$ cat src/rtl/ifid_ctl_pkg.sv
// Shared encodings for the fetch/IF-ID control slice: NOP word, FSM states, opcodes.
package ifid_ctl_pkg;

   localparam logic [15:0] INSTR_NOP = 16'h0000;

   typedef enum logic [1:0] {
      IFID_BOOT  = 2'd0,
      IFID_RUN   = 2'd1,
      IFID_HOLD  = 2'd2,
      IFID_FLUSH = 2'd3
   } ifid_state_t;

   // Instruction layout: opcode [15:10], rs [9:5], rt [4:0].
   typedef enum logic [5:0] {
      OP_NOP = 6'h00,
      OP_ADD = 6'h01,
      OP_SUB = 6'h02,
      OP_LW  = 6'h08,
      OP_SW  = 6'h09,
      OP_BEQ = 6'h10,
      OP_J   = 6'h11
   } opcode_t;

endpackage

$ cat src/rtl/ifid_ctl_sat_counter16.sv
// 16-bit saturating event counter with async clear; built only when IFID_PERF_EN is defined.
`ifdef IFID_PERF_EN
module sat_counter16 (
   input  logic        clk,
   input  logic        clr,
   input  logic        en,
   output logic [15:0] count
);

   always_ff @(posedge clk or posedge clr) begin
      if (clr) begin
         count <= 16'h0000;
      end else if (en && (count != 16'hFFFF)) begin
         count <= count + 16'h0001;
      end
   end

endmodule
`endif

$ cat src/rtl/ifid_ctl.sv
// PC + IF/ID register owner: obeys load-use stalls, flushes on taken jumps.
// Optional perf counters are built under the IFID_PERF_EN macro.
module ifid_ctl
   import ifid_ctl_pkg::*;
#(
   parameter int              PC_W      = 16,
   parameter logic [PC_W-1:0] RESET_PC  = '0,
   parameter int              MAX_STALL = 2
) (
   input  logic            clk,
   input  logic            rst,
   input  logic            stall,
   input  logic            redirect,
   input  logic [PC_W-1:0] redirect_pc,
   output logic [PC_W-1:0] imem_addr,
   input  logic [15:0]     imem_data,
   output logic [15:0]     id_instr,
   output logic [PC_W-1:0] id_pc,
   output logic            id_valid,
   output logic            ex_nop,
   output logic            stall_err,
   output logic [15:0]     perf_stalls,
   output logic [15:0]     perf_flushes
);

   localparam int             CNT_W     = $clog2(MAX_STALL + 2);
   localparam logic [CNT_W-1:0] RUN_LIMIT = CNT_W'(MAX_STALL + 1);

   logic [PC_W-1:0]  pc;
   ifid_state_t      state;
   logic [CNT_W-1:0] run_cnt;
   logic             stall_eff;

   // A bubble in ID can alias rs/rt against EX, so its stall request is ignored.
   assign stall_eff = stall & id_valid & ~redirect;
   assign ex_nop    = stall_eff | ~id_valid;
   assign imem_addr = pc;

   always_ff @(posedge clk or posedge rst) begin
      if (rst) begin
         pc       <= RESET_PC;
         id_instr <= INSTR_NOP;
         id_pc    <= '0;
         id_valid <= 1'b0;
         state    <= IFID_BOOT;
      end else begin
         unique case (state)
            IFID_BOOT, IFID_FLUSH: state <= redirect ? IFID_FLUSH : IFID_RUN;
            IFID_RUN, IFID_HOLD:   state <= redirect  ? IFID_FLUSH :
                                            stall_eff ? IFID_HOLD  : IFID_RUN;
            default:               state <= IFID_BOOT;
         endcase

         if (redirect) begin
            pc       <= redirect_pc;
            id_instr <= INSTR_NOP;
            id_valid <= 1'b0;
         end else if (!stall_eff) begin
            pc       <= pc + 1'b1;
            id_instr <= imem_data;
            id_pc    <= pc;
            id_valid <= 1'b1;
         end
      end
   end

   // Consecutive-stall watchdog; saturates so stall_err remains the only sticky record.
   always_ff @(posedge clk or posedge rst) begin
      if (rst) begin
         run_cnt   <= '0;
         stall_err <= 1'b0;
      end else begin
         if (!stall_eff) begin
            run_cnt <= '0;
         end else if (run_cnt != RUN_LIMIT) begin
            run_cnt <= run_cnt + 1'b1;
         end
         if (stall_eff && (run_cnt == RUN_LIMIT - 1'b1)) begin
            stall_err <= 1'b1;
         end
      end
   end

`ifdef IFID_PERF_EN
   sat_counter16 u_perf_stalls (
      .clk   (clk),
      .clr   (rst),
      .en    (stall_eff),
      .count (perf_stalls)
   );

   sat_counter16 u_perf_flushes (
      .clk   (clk),
      .clr   (rst),
      .en    (redirect),
      .count (perf_flushes)
   );
`else
   assign perf_stalls  = 16'h0000;
   assign perf_flushes = 16'h0000;
`endif

endmodule
$ cat config.mk
export PLATFORM = sky130hd
export DESIGN_NAME = ifid_ctl
export DESIGN_NICKNAME = d
export VERILOG_FILES = /design/src/rtl/ifid_ctl_pkg.sv /design/src/rtl/ifid_ctl_sat_counter16.sv /design/src/rtl/ifid_ctl.sv
export SDC_FILE = /design/constraint.sdc
export NUM_CORES = 1
export LEC_CHECK = 0
export ABC_AREA = 1
export ABC_CLOCK_PERIOD_IN_PS = 2260
export CORE_MARGIN = 5
export CORE_UTILIZATION = 43
export CTS_BUF_LIST = sky130_fd_sc_hd__clkbuf_4
export CTS_CLUSTER_SIZE = 16
export DETAILED_ROUTE_END_ITERATION = 16
export PLACE_DENSITY = 0.82
export SETUP_SLACK_MARGIN = 0.5
export SYNTH_ARGS = -nofsm -noshare
export SYNTH_HDL_FRONTEND = slang
export SYNTH_SLANG_ARGS = --single-unit
$ cat constraint.sdc
create_clock -name clk -period 2.26 [get_ports clk]
set_input_delay 0.565 -clock clk [delete_from_list [all_inputs] [get_ports clk]]
set_output_delay 0.565 -clock clk [all_outputs]
set_load 0.05 [all_outputs]
==> flow_metrics.env, run 1 <==
export IMPL_status="finished clean"
export IMPL_synth_area_sq_mm=0.00270
export IMPL_cts_made_buffers=5
export IMPL_synth_top_area_frac=0.483
export IMPL_rsz0062_at_grt="true"
export IMPL_synth_seq_cells=52
export IMPL_areaGrowthSynthToFinish_pct=34.9
export IMPL_synth_warnings=0
export IMPL_post_place_cells=478
export IMPL_worst_path_max_fanout=2
export IMPL_gr_total_overflow=0
export IMPL_end_kind="output pin"
export IMPL_hold_path_class="register to register"
export IMPL_skew_ns=0.0176
export IMPL_grt_pass1_vias=2226
export IMPL_finalCritPeriodShare=0.805
export IMPL_slew_viol_final=0
export IMPL_synth_edf_count=0
export IMPL_synth_ff_type="dfrtp_1"
export IMPL_cts_root_buffer="clkbuf_4"
export IMPL_clock_latency_ns=0.37
export IMPL_finalHoldViolations=0
export IMPL_die_area_sq_mm=0.00795
export IMPL_hold_buffers=0
export IMPL_yosysMostFrequentCell="nand2_1"
export IMPL_final_cells=491
export IMPL_layout_drive_gt1_share=0.219
export IMPL_hold_start="stall_err"
export IMPL_post_route_util=0.607
export IMPL_grt_usage=0.174
export IMPL_async_flop_share=1.00
export IMPL_setup_ws_ns=0.442
export IMPL_crit_required_ns=1.69
export IMPL_synth_area_top_cells="dfrtp_1, nand2_1, buf_4"
export IMPL_syn_instance_count=319
export IMPL_core_area_sq_mm=0.00599
export IMPL_power_leakage_nw=1.82
export IMPL_cts_sinks=52
export IMPL_whs_path_depth=1
export IMPL_antenna_found_initial=0
export IMPL_r2r_end="id_instr[2]"
export IMPL_grt_pass1_wl_um=10700
export IMPL_port_buffers=86
export IMPL_synth_seq_area_share=0.483
export IMPL_fin_tns_setup_ns=0
export IMPL_drv_cap=0
export IMPL_min_to="stall_err"
export IMPL_via_count=2379
export IMPL_die_w_um=89.2
export IMPL_totalWireLength_um=6900
export IMPL_fin_area_sq_mm=0.00364
export IMPL_yosys_top_cells_count="nand2_1, dfrtp_1, buf_4"
export IMPL_io_pins=119
export IMPL_dp_hpwl_um=5080
export IMPL_num_fill_cells=546
export IMPL_initial_core_util=0.450
export IMPL_clock_path_buffers=2
export IMPL_grt_max_degree=53
export IMPL_vias_per_cell=4.85
export IMPL_p_per_area_mw_per_mm2=702
export IMPL_critPathKind="primary input to output pin"
export IMPL_fmax_ghz=0.550
export IMPL_syn_avg_cell_area_sq_um=8.45
export IMPL_dp_slack_ns=0.172
export IMPL_row_count=28
export IMPL_clkTransAtPathRegs_ns=0.14
export IMPL_multi_input_area_sq_mm=0.00110
export IMPL_peakVddDrop_mv=0.350
export IMPL_synthDistinctLibCells=27
export IMPL_period_minus_slack_ns=1.82
export IMPL_dr_pass1_iters=4
export IMPL_drtAntennaViolNets=0
export IMPL_drc=0
export IMPL_crit_path_start_kind="primary input"
export IMPL_setup_viol=0
export IMPL_dpl_cell_area_sq_mm=0.00357
export IMPL_routabilityCongestion=0.815
export IMPL_worst_ep_arrival_time_ns=1.25
export IMPL_dieHeight_um=89.2
export IMPL_nNetsFinal=454
export IMPL_yosys_area_top_type="dfrtp_1"
export IMPL_rr_worst_depth=7
export IMPL_num_antenna_cells=0
export IMPL_cts_max_level=2
export IMPL_wl_per_cell_um=14.1
export IMPL_r2r_start="id_valid"
export IMPL_cts_tree="yes"
export IMPL_first_iter_violations=78
export IMPL_register_area_sq_mm=0.00130
export IMPL_reg2reg_slack_ns=0.77
-- critical path: stages --
cell and delay, ns:
dlygate4sd2_1 0.24, nand2_4 0.07, nor2_4 0.09, inv_2 0.05
nand2_2 0.09, buf_12 0.14
-- where the power goes --
| group | leakage (nW) | switching [W] | internal, W |
|---|---|---|---|
| logic | 1.14 | 0.000730 | 0.000287 |
| registers | 0.641 | 0.0000845 | 0.00103 |
| clock network | 0.0338 | 0.000277 | 0.000144 |
| total | 1.82 | 0.00109 | 0.00146 |
-- metrics by stage --
| stage | total power [W] | hold WS, ns |
|---|---|---|
| after floorplan | 0.00187 | 0.514 |
| after global placement | 0.00218 | 0.453 |
| after detailed placement | 0.00219 | 0.450 |
| after CTS | 0.00258 | 0.490 |
| after global routing | 0.00270 | 0.530 |
| final | 0.00255 | 0.487 |
-- state kept, by name, indices dropped and copies added (netlist names) --
name / cells
id_valid: 1
imem_addr: 16
stall_err: 1
id_pc: 16
run_cnt: 2
id_instr: 16
-- cell type report --
cell class,count,share of cell area
clock buffer,7,0.0145
clock inverter,1,0.00103
inverter,32,0.0341
multi-input combinational,224,0.302
sequential,52,0.359
tap,75,0.0258
timing repair buffer,100,0.264
-- metal layers --
metal	GRT usage	share of wire	vias to the layer above
met2	0.280	0.49	91
met1	0.230	0.41	1116
li1	-	-	1162
met4	0.0568	0.013	0
met5	0	0	-
met3	0.0461	0.084	10
-- cells by family after synthesis --
logic type               after synthesis  synth area share
AND/OR/NAND/NOR                      129             0.201
buffers and inverters                 74             0.156
AO/OA/AOI/OAI                         58             0.139
flip-flops                            52             0.483
adder cells (fa/ha/maj)                3            0.0139
XOR/XNOR                               2           0.00650
other                                  1           0.00139
-- worst max-delay path by stage --
stage / slack (ns) / cells past startpoint / endpoint / start
4_1_cts: 0.42 / 1 / imem_addr[11] / imem_addr[11]
6_report: 0.44 / 6 / ex_nop / stall
5_1_grt: 0.40 / 5 / ex_nop / id_valid
3_3_place_gp: 0.16 / 6 / ex_nop / stall
3_5_place_dp: 0.17 / 6 / ex_nop / stall
2_1_floorplan: 0.41 / 4 / ex_nop / id_valid
-- layout by cell type, fill, tap and decap left out, drive strengths merged --
cell type | synthesis | routed
clkdlybuf4s15 | 0 | 32
nor2 | 34 | 34
a22o | 16 | 16
conb | 1 | 32
a31oi | 1 | 1
nand4 | 3 | 3
clkinv | 0 | 1
a32oi | 2 | 2
xor2 | 1 | 1
a21o | 1 | 1
nand3 | 13 | 13
nand2 | 79 | 79
dfrtp | 52 | 52
buf | 42 | 29
xnor2 | 1 | 1
o21ai | 25 | 25
clkbuf | 0 | 11
ha | 3 | 3
clkinvlp | 0 | 1
o221ai | 1 | 1
clkdlybuf4s50 | 0 | 33
clkdlybuf4s18 | 0 | 1
inv | 32 | 31
a21oi | 8 | 8
dlygate4sd2 | 0 | 1
o211ai | 4 | 4
-- timing repair --
action | CTS | global route
buffers inserted | 3 | 2
hold endpoints to repair | 0 | 0
pin swaps | 2 | 3
gates cloned | 0 | 0
setup endpoints to repair | 50 | 11
resized for setup | 168 | 22
(Power assumes the default switching activity.)
==> run 2, diff against run 1 <==
--- a/config.mk
+++ b/config.mk
@@ -6,7 +6,7 @@
 export NUM_CORES = 1
 export LEC_CHECK = 0
 export ABC_AREA = 1
-export ABC_CLOCK_PERIOD_IN_PS = 2260
+export ABC_CLOCK_PERIOD_IN_PS = 1800
 export CORE_MARGIN = 5
 export CORE_UTILIZATION = 43
 export CTS_BUF_LIST = sky130_fd_sc_hd__clkbuf_4
==> constraint.sdc (replaced) <==
create_clock -name clk -period 1.8 [get_ports clk]
set_input_delay 0.45 -clock clk [delete_from_list [all_inputs] [get_ports clk]]
set_output_delay 0.45 -clock clk [all_outputs]
set_load 0.05 [all_outputs]
==> run 2 against run 1 <==
Sequential power up 26%. Clock skew about the same. First-iteration DRC count is 24% higher. Total power is 46% higher. Register-to-register slack got worse by 0.38 ns. Critical path type is now register to output pin. Combinational power is 75% higher. Worst hold slack is essentially flat. Clock power rose by 29%. Sequential share of layout area down 6.3 points.
==> flow_metrics.env, run 2 (synthesized netlist as in run 1, its figures left out) <==
export IMPL_status="finished clean"
export IMPL_routabilityCongestion=0.822
export IMPL_r2r_end="imem_addr[11]"
export IMPL_worst_path_max_fanout=2
export IMPL_power_leakage_nw=2.26
export IMPL_fin_area_sq_mm=0.00447
export IMPL_cts_made_buffers=5
export IMPL_dieHeight_um=89.2
export IMPL_rr_worst_depth=9
export IMPL_cts_tree="yes"
export IMPL_crit_path_start="id_valid"
export IMPL_period_minus_slack_ns=1.66
export IMPL_dpl_cell_area_sq_mm=0.00357
export IMPL_worst_ep_arrival_time_ns=1.21
export IMPL_end_kind="output pin"
export IMPL_fmax_ghz=0.601
export IMPL_grt_pass1_vias=2571
export IMPL_via_count=2648
export IMPL_power_total_w=0.00374
export IMPL_cts_root_buffer="clkbuf_4"
export IMPL_setup_ws_ns=0.135
export IMPL_vias_per_cell=4.82
export IMPL_cp_cell_sequence="nand2_4 -> nor2_4 -> inv_2 -> nand2_2 -> buf_12"
export IMPL_crit_path_start_kind="register"
export IMPL_die_area_sq_mm=0.00795
export IMPL_post_place_cells=478
export IMPL_hold_buffers=0
export IMPL_slew_viol_final=0
export IMPL_clock_path_buffers=2
export IMPL_worst_path_stages=5
export IMPL_wl_per_cell_um=14.8
export IMPL_skew_ns=0.0175
export IMPL_crit_buf_inv=2
export IMPL_dp_hpwl_um=5130
export IMPL_row_count=28
export IMPL_setup_viol=0
export IMPL_core_area_sq_mm=0.00599
export IMPL_grt_pass1_wl_um=12200
export IMPL_slowest_stage="dfrtp_2"
export IMPL_clkTransAtPathRegs_ns=0.16
export IMPL_antenna_found_initial=1
export IMPL_grt_max_degree=53
export IMPL_reg2reg_slack_ns=0.39
export IMPL_p_per_area_mw_per_mm2=837
export IMPL_drtAntennaViolNets=0
export IMPL_io_pins=119
export IMPL_dr_pass1_iters=4
export IMPL_final_common_cell="nand2_1"
export IMPL_die_w_um=89.2
export IMPL_areaGrowthSynthToFinish_pct=65.8
export IMPL_final_cells=549
export IMPL_port_buffers=86
export IMPL_grt_usage=0.196
export IMPL_finalCritPeriodShare=0.925
export IMPL_cts_sinks=52
export IMPL_first_iter_violations=97
export IMPL_crit_required_ns=1.35
export IMPL_critPathKind="register to output pin"
export IMPL_post_route_util=0.746
export IMPL_finalHoldViolations=0
export IMPL_rsz0062_at_grt="true"
export IMPL_initial_core_util=0.450
export IMPL_clock_latency_ns=0.38
export IMPL_dp_slack_ns=-0.100
export IMPL_layout_drive_gt1_share=0.400
export IMPL_critPathMaxStageDelay_ns=0.46
export IMPL_crit_family="flip-flops"
export IMPL_drc=0
export IMPL_r2r_start="imem_addr[1]"
export IMPL_drv_cap=0
export IMPL_critPathCapture="ex_nop"
export IMPL_cts_max_level=2
export IMPL_hold_path_class="primary input to async pin"
export IMPL_peakVddDrop_mv=0.487
export IMPL_gr_total_overflow=0
export IMPL_totalWireLength_um=8140
export IMPL_layout_common_cells="nand2_1, buf_4, buf_6"
export IMPL_nNetsFinal=511
run 2: changes by cell type in the layout (fill, tap and decap cells not counted), sizes merged:
cell	delta
diode	+1
dlygate4sd2	+1
buf	+93
clkdlybuf4s18	-1
clkbuf	-5
clkdlybuf4s15	-32
clkinvlp	+1
run 2: area by class of cell:
cell class | count | area [sq um]
repair buffers | 157 | 1570
fillers | 419 | 1520
diodes | 1 | 2.50
clock inverters | 2 | 12.5
inverters | 32 | 131
well taps | 75 | 93.8
flip-flops and latches | 52 | 1320
clock buffers | 6 | 45.0
multi-input cells | 224 | 1290
run 2: per-layer routing:
layer  up-vias  GRT usage  share of wire
li1       1274          -              -
met1      1249      0.249           0.41
met2       111      0.337           0.50
met3        14     0.0442          0.073
met4         0     0.0487          0.018
met5         -          0              0
run 2: where the power goes:
group          internal [W]  switching (W)  leakage, nW  total [W]
Sequential          0.00130       0.000110        0.628    0.00141
Clock              0.000167       0.000375       0.0317   0.000541
Combinational      0.000711        0.00107         1.60    0.00179
Total               0.00218        0.00156         2.26    0.00374
run 2: timing repair:
| item | in CTS | in global routing |
|---|---|---|
| gates cloned | 0 | 0 |
| setup endpoints to repair | 99 | 71 |
| buffers inserted | 40 | 22 |
| pin swaps | 9 | 17 |
| resized for setup | 73 | 29 |
run 2: how the worst min path moves through the flow:
stage,cells past startpoint,from,slack (ns),to
global route,3,rst,0.49,id_pc[0]
floorplan,1,rst,0.50,id_instr[0]
global placement,1,stall_err,0.46,stall_err
finish,3,rst,0.49,id_pc[0]
detailed placement,1,stall_err,0.46,stall_err
CTS,3,rst,0.48,id_instr[9]
run 2: tightest hold or removal path, cell delays in order:
cell	delay (ns)
clkdlybuf4s50_1	0.45
clkinvlp_4	0.10
buf_12	0.26
run 2: stage by stage:
| step | hold WS (ns) | TNS (ns) |
|---|---|---|
| 2_1_floorplan | 0.505 | 0 |
| 3_3_place_gp | 0.456 | -0.118 |
| 3_5_place_dp | 0.463 | -2.04 |
| 4_1_cts | 0.480 | 0 |
| 5_1_grt | 0.487 | 0 |
| 6_report | 0.487 | 0 |
==> run 3, diff against run 2 <==
--- a/config.mk
+++ b/config.mk
@@ -8,11 +8,10 @@
 export ABC_AREA = 1
 export ABC_CLOCK_PERIOD_IN_PS = 1800
 export CORE_MARGIN = 5
-export CORE_UTILIZATION = 43
-export CTS_BUF_LIST = sky130_fd_sc_hd__clkbuf_4
+export CORE_UTILIZATION = 42
 export CTS_CLUSTER_SIZE = 16
 export DETAILED_ROUTE_END_ITERATION = 16
-export PLACE_DENSITY = 0.82
+export PLACE_DENSITY = 0.8
 export SETUP_SLACK_MARGIN = 0.5
 export SYNTH_ARGS = -nofsm -noshare
 export SYNTH_HDL_FRONTEND = slang
==> run 3 against run 2 <==
Final cell count decreased by 3.5%. Cell area decreased by 4.2%. Register-to-register slack improved by 0.09 ns. Setup slack improved by 0.10 ns. Sequential share of layout area increased by 1.3 points. Via count decreased by 3.7%. Worst hold slack improved by 0.027 ns. Global-route usage decreased by 1.1 points. Non-clock buffer count decreased by 20. Critical path depth unchanged. Critical path type unchanged. Critical endpoint unchanged. Largest cell class unchanged.
==> flow_metrics.env, run 3 (synthesized netlist as in run 1, its figures left out) <==
export IMPL_dp_hpwl_um=5020
export IMPL_areaGrowthSynthToFinish_pct=58.8
export IMPL_first_iter_violations=103
export IMPL_grt_pass1_vias=2535
export IMPL_period_minus_slack_ns=1.56
export IMPL_worst_path_max_fanout=2
export IMPL_end_kind="output pin"
export IMPL_setup_viol=0
export IMPL_port_buffers=86
export IMPL_cts_max_level=2
export IMPL_rsz0062_at_grt="true"
export IMPL_clkTransAtPathRegs_ns=0.09
export IMPL_io_pins=119
export IMPL_cts_sinks=52
export IMPL_hold_slack_ns=0.514
export IMPL_initial_core_util=0.427
export IMPL_wl_per_cell_um=14.4
export IMPL_r2r_start="imem_addr[1]"
export IMPL_critPathKind="register to output pin"
export IMPL_nNetsFinal=491
export IMPL_die_area_sq_mm=0.00812
export IMPL_grt_usage=0.185
export IMPL_gr_total_overflow=0
export IMPL_antenna_found_initial=0
export IMPL_drc=0
export IMPL_dr_pass1_iters=4
export IMPL_finalHoldViolations=0
export IMPL_cts_root_buffer="clkbuf_8"
export IMPL_dieHeight_um=90.1
export IMPL_die_w_um=90.1
export IMPL_worst_ep_arrival_time_ns=1.11
export IMPL_final_common_cell="nand2_1"
export IMPL_drtAntennaViolNets=0
export IMPL_grt_max_degree=53
export IMPL_num_antenna_cells=0
export IMPL_core_area_sq_mm=0.00631
export IMPL_totalWireLength_um=7610
export IMPL_reg2reg_slack_ns=0.48
export IMPL_hold_start="id_pc[10]"
export IMPL_grt_pass1_wl_um=12500
export IMPL_drv_cap=0
export IMPL_vias_per_cell=4.81
export IMPL_p_per_area_mw_per_mm2=904
export IMPL_layout_common_cells="nand2_1, buf_6, buf_4"
export IMPL_via_count=2549
export IMPL_layout_drive_gt1_share=0.353
export IMPL_setup_ws_ns=0.237
export IMPL_power_leakage_nw=2.16
export IMPL_fin_tns_setup_ns=0
export IMPL_peakVddDrop_mv=0.522
export IMPL_num_fill_cells=490
export IMPL_cts_tree="yes"
export IMPL_clock_path_buffers=2
export IMPL_fmax_ghz=0.640
export IMPL_crit_path_start="id_valid"
export IMPL_clock_latency_ns=0.30
export IMPL_row_count=29
export IMPL_cts_made_buffers=5
export IMPL_hold_path_class="register to register"
export IMPL_skew_ns=0.00201
export IMPL_crit_path_start_kind="register"
export IMPL_finalCritPeriodShare=0.869
export IMPL_crit_required_ns=1.35
export IMPL_slew_viol_final=0
export IMPL_routabilityCongestion=0.827
export IMPL_status="finished clean"
export IMPL_dp_slack_ns=-0.113
-- run 3: cell types whose count changed in the layout (fill, tap and decap cells not counted), moves of 2 or more --
cell / before / now
buf_4: 58 / 44
clkbuf_4: 6 / 0
buf_6: 56 / 51
clkbuf_8: 0 / 5
o21ai_1: 4 / 9
o21ai_2: 7 / 3
nand3_1: 7 / 10
nand3_2: 3 / 0
nor2_2: 1 / 3
-- run 3: metrics by stage --
step	util	area [sq um]	power, W	cells
after floorplan	-	2880	0.00237	350
after global placement	0.565	3570	0.00275	481
after detailed placement	0.565	3570	0.00277	481
after CTS	0.653	4130	0.00381	519
after global routing	0.678	4280	0.00407	530
final	0.678	4280	0.00387	530
-- run 3: layout make-up --
class | count | area (sq um) | area share
Timing Repair Buffer | 137 | 1400 | 0.326
Sequential cell | 52 | 1320 | 0.308
Multi-Input combinational cell | 224 | 1230 | 0.287
Inverter | 32 | 134 | 0.0313
Tap cell | 77 | 96.3 | 0.0225
Clock buffer | 6 | 72.6 | 0.0170
Clock inverter | 2 | 35.0 | 0.00818
-- run 3: path summary, 6_finish.rpt --
kind,end,cells after the start
worst min-delay path,id_pc[10],2
min in group asynchronous,imem_addr[15],3
worst max-delay path,ex_nop,5
max in group asynchronous,imem_addr[8],3
worst min register to register,id_pc[10],2
worst max register to register,imem_addr[10],8
-- run 3: repair_timing --
| item | in CTS | in global routing |
|---|---|---|
| hold buffers | 0 | 0 |
| endpoints found under the hold margin | 0 | 0 |
| gates resized for setup | 64 | 24 |
| setup endpoints to repair | 100 | 76 |
| buffers inserted | 30 | 11 |
| gates cloned | 0 | 0 |
| pin swaps | 7 | 10 |
-- run 3: routing by layer --
layer / up-vias / GRT usage / routed length (um)
met1: 1192 / 0.239 / 3150
met3: 16 / 0.0484 / 537
met2: 109 / 0.304 / 3770
met5: - / 0 / 0
met4: 0 / 0.0558 / 148
li1: 1232 / - / -
-- run 3: worst max-delay path, cell delays in order, from the launching register on --
cell and delay [ns]:
dfrtp_2 0.44, nand2_4 0.08, nor2_4 0.04, inv_2 0.06, nand2_2 0.06, buf_12 0.14
-- run 3: report_power, final --
part           switching, W  leakage (nW)  internal [W]  total [W]
registers          0.000119         0.628       0.00130    0.00142
logic               0.00102          1.47      0.000633    0.00166
clock network      0.000377        0.0552      0.000413   0.000790
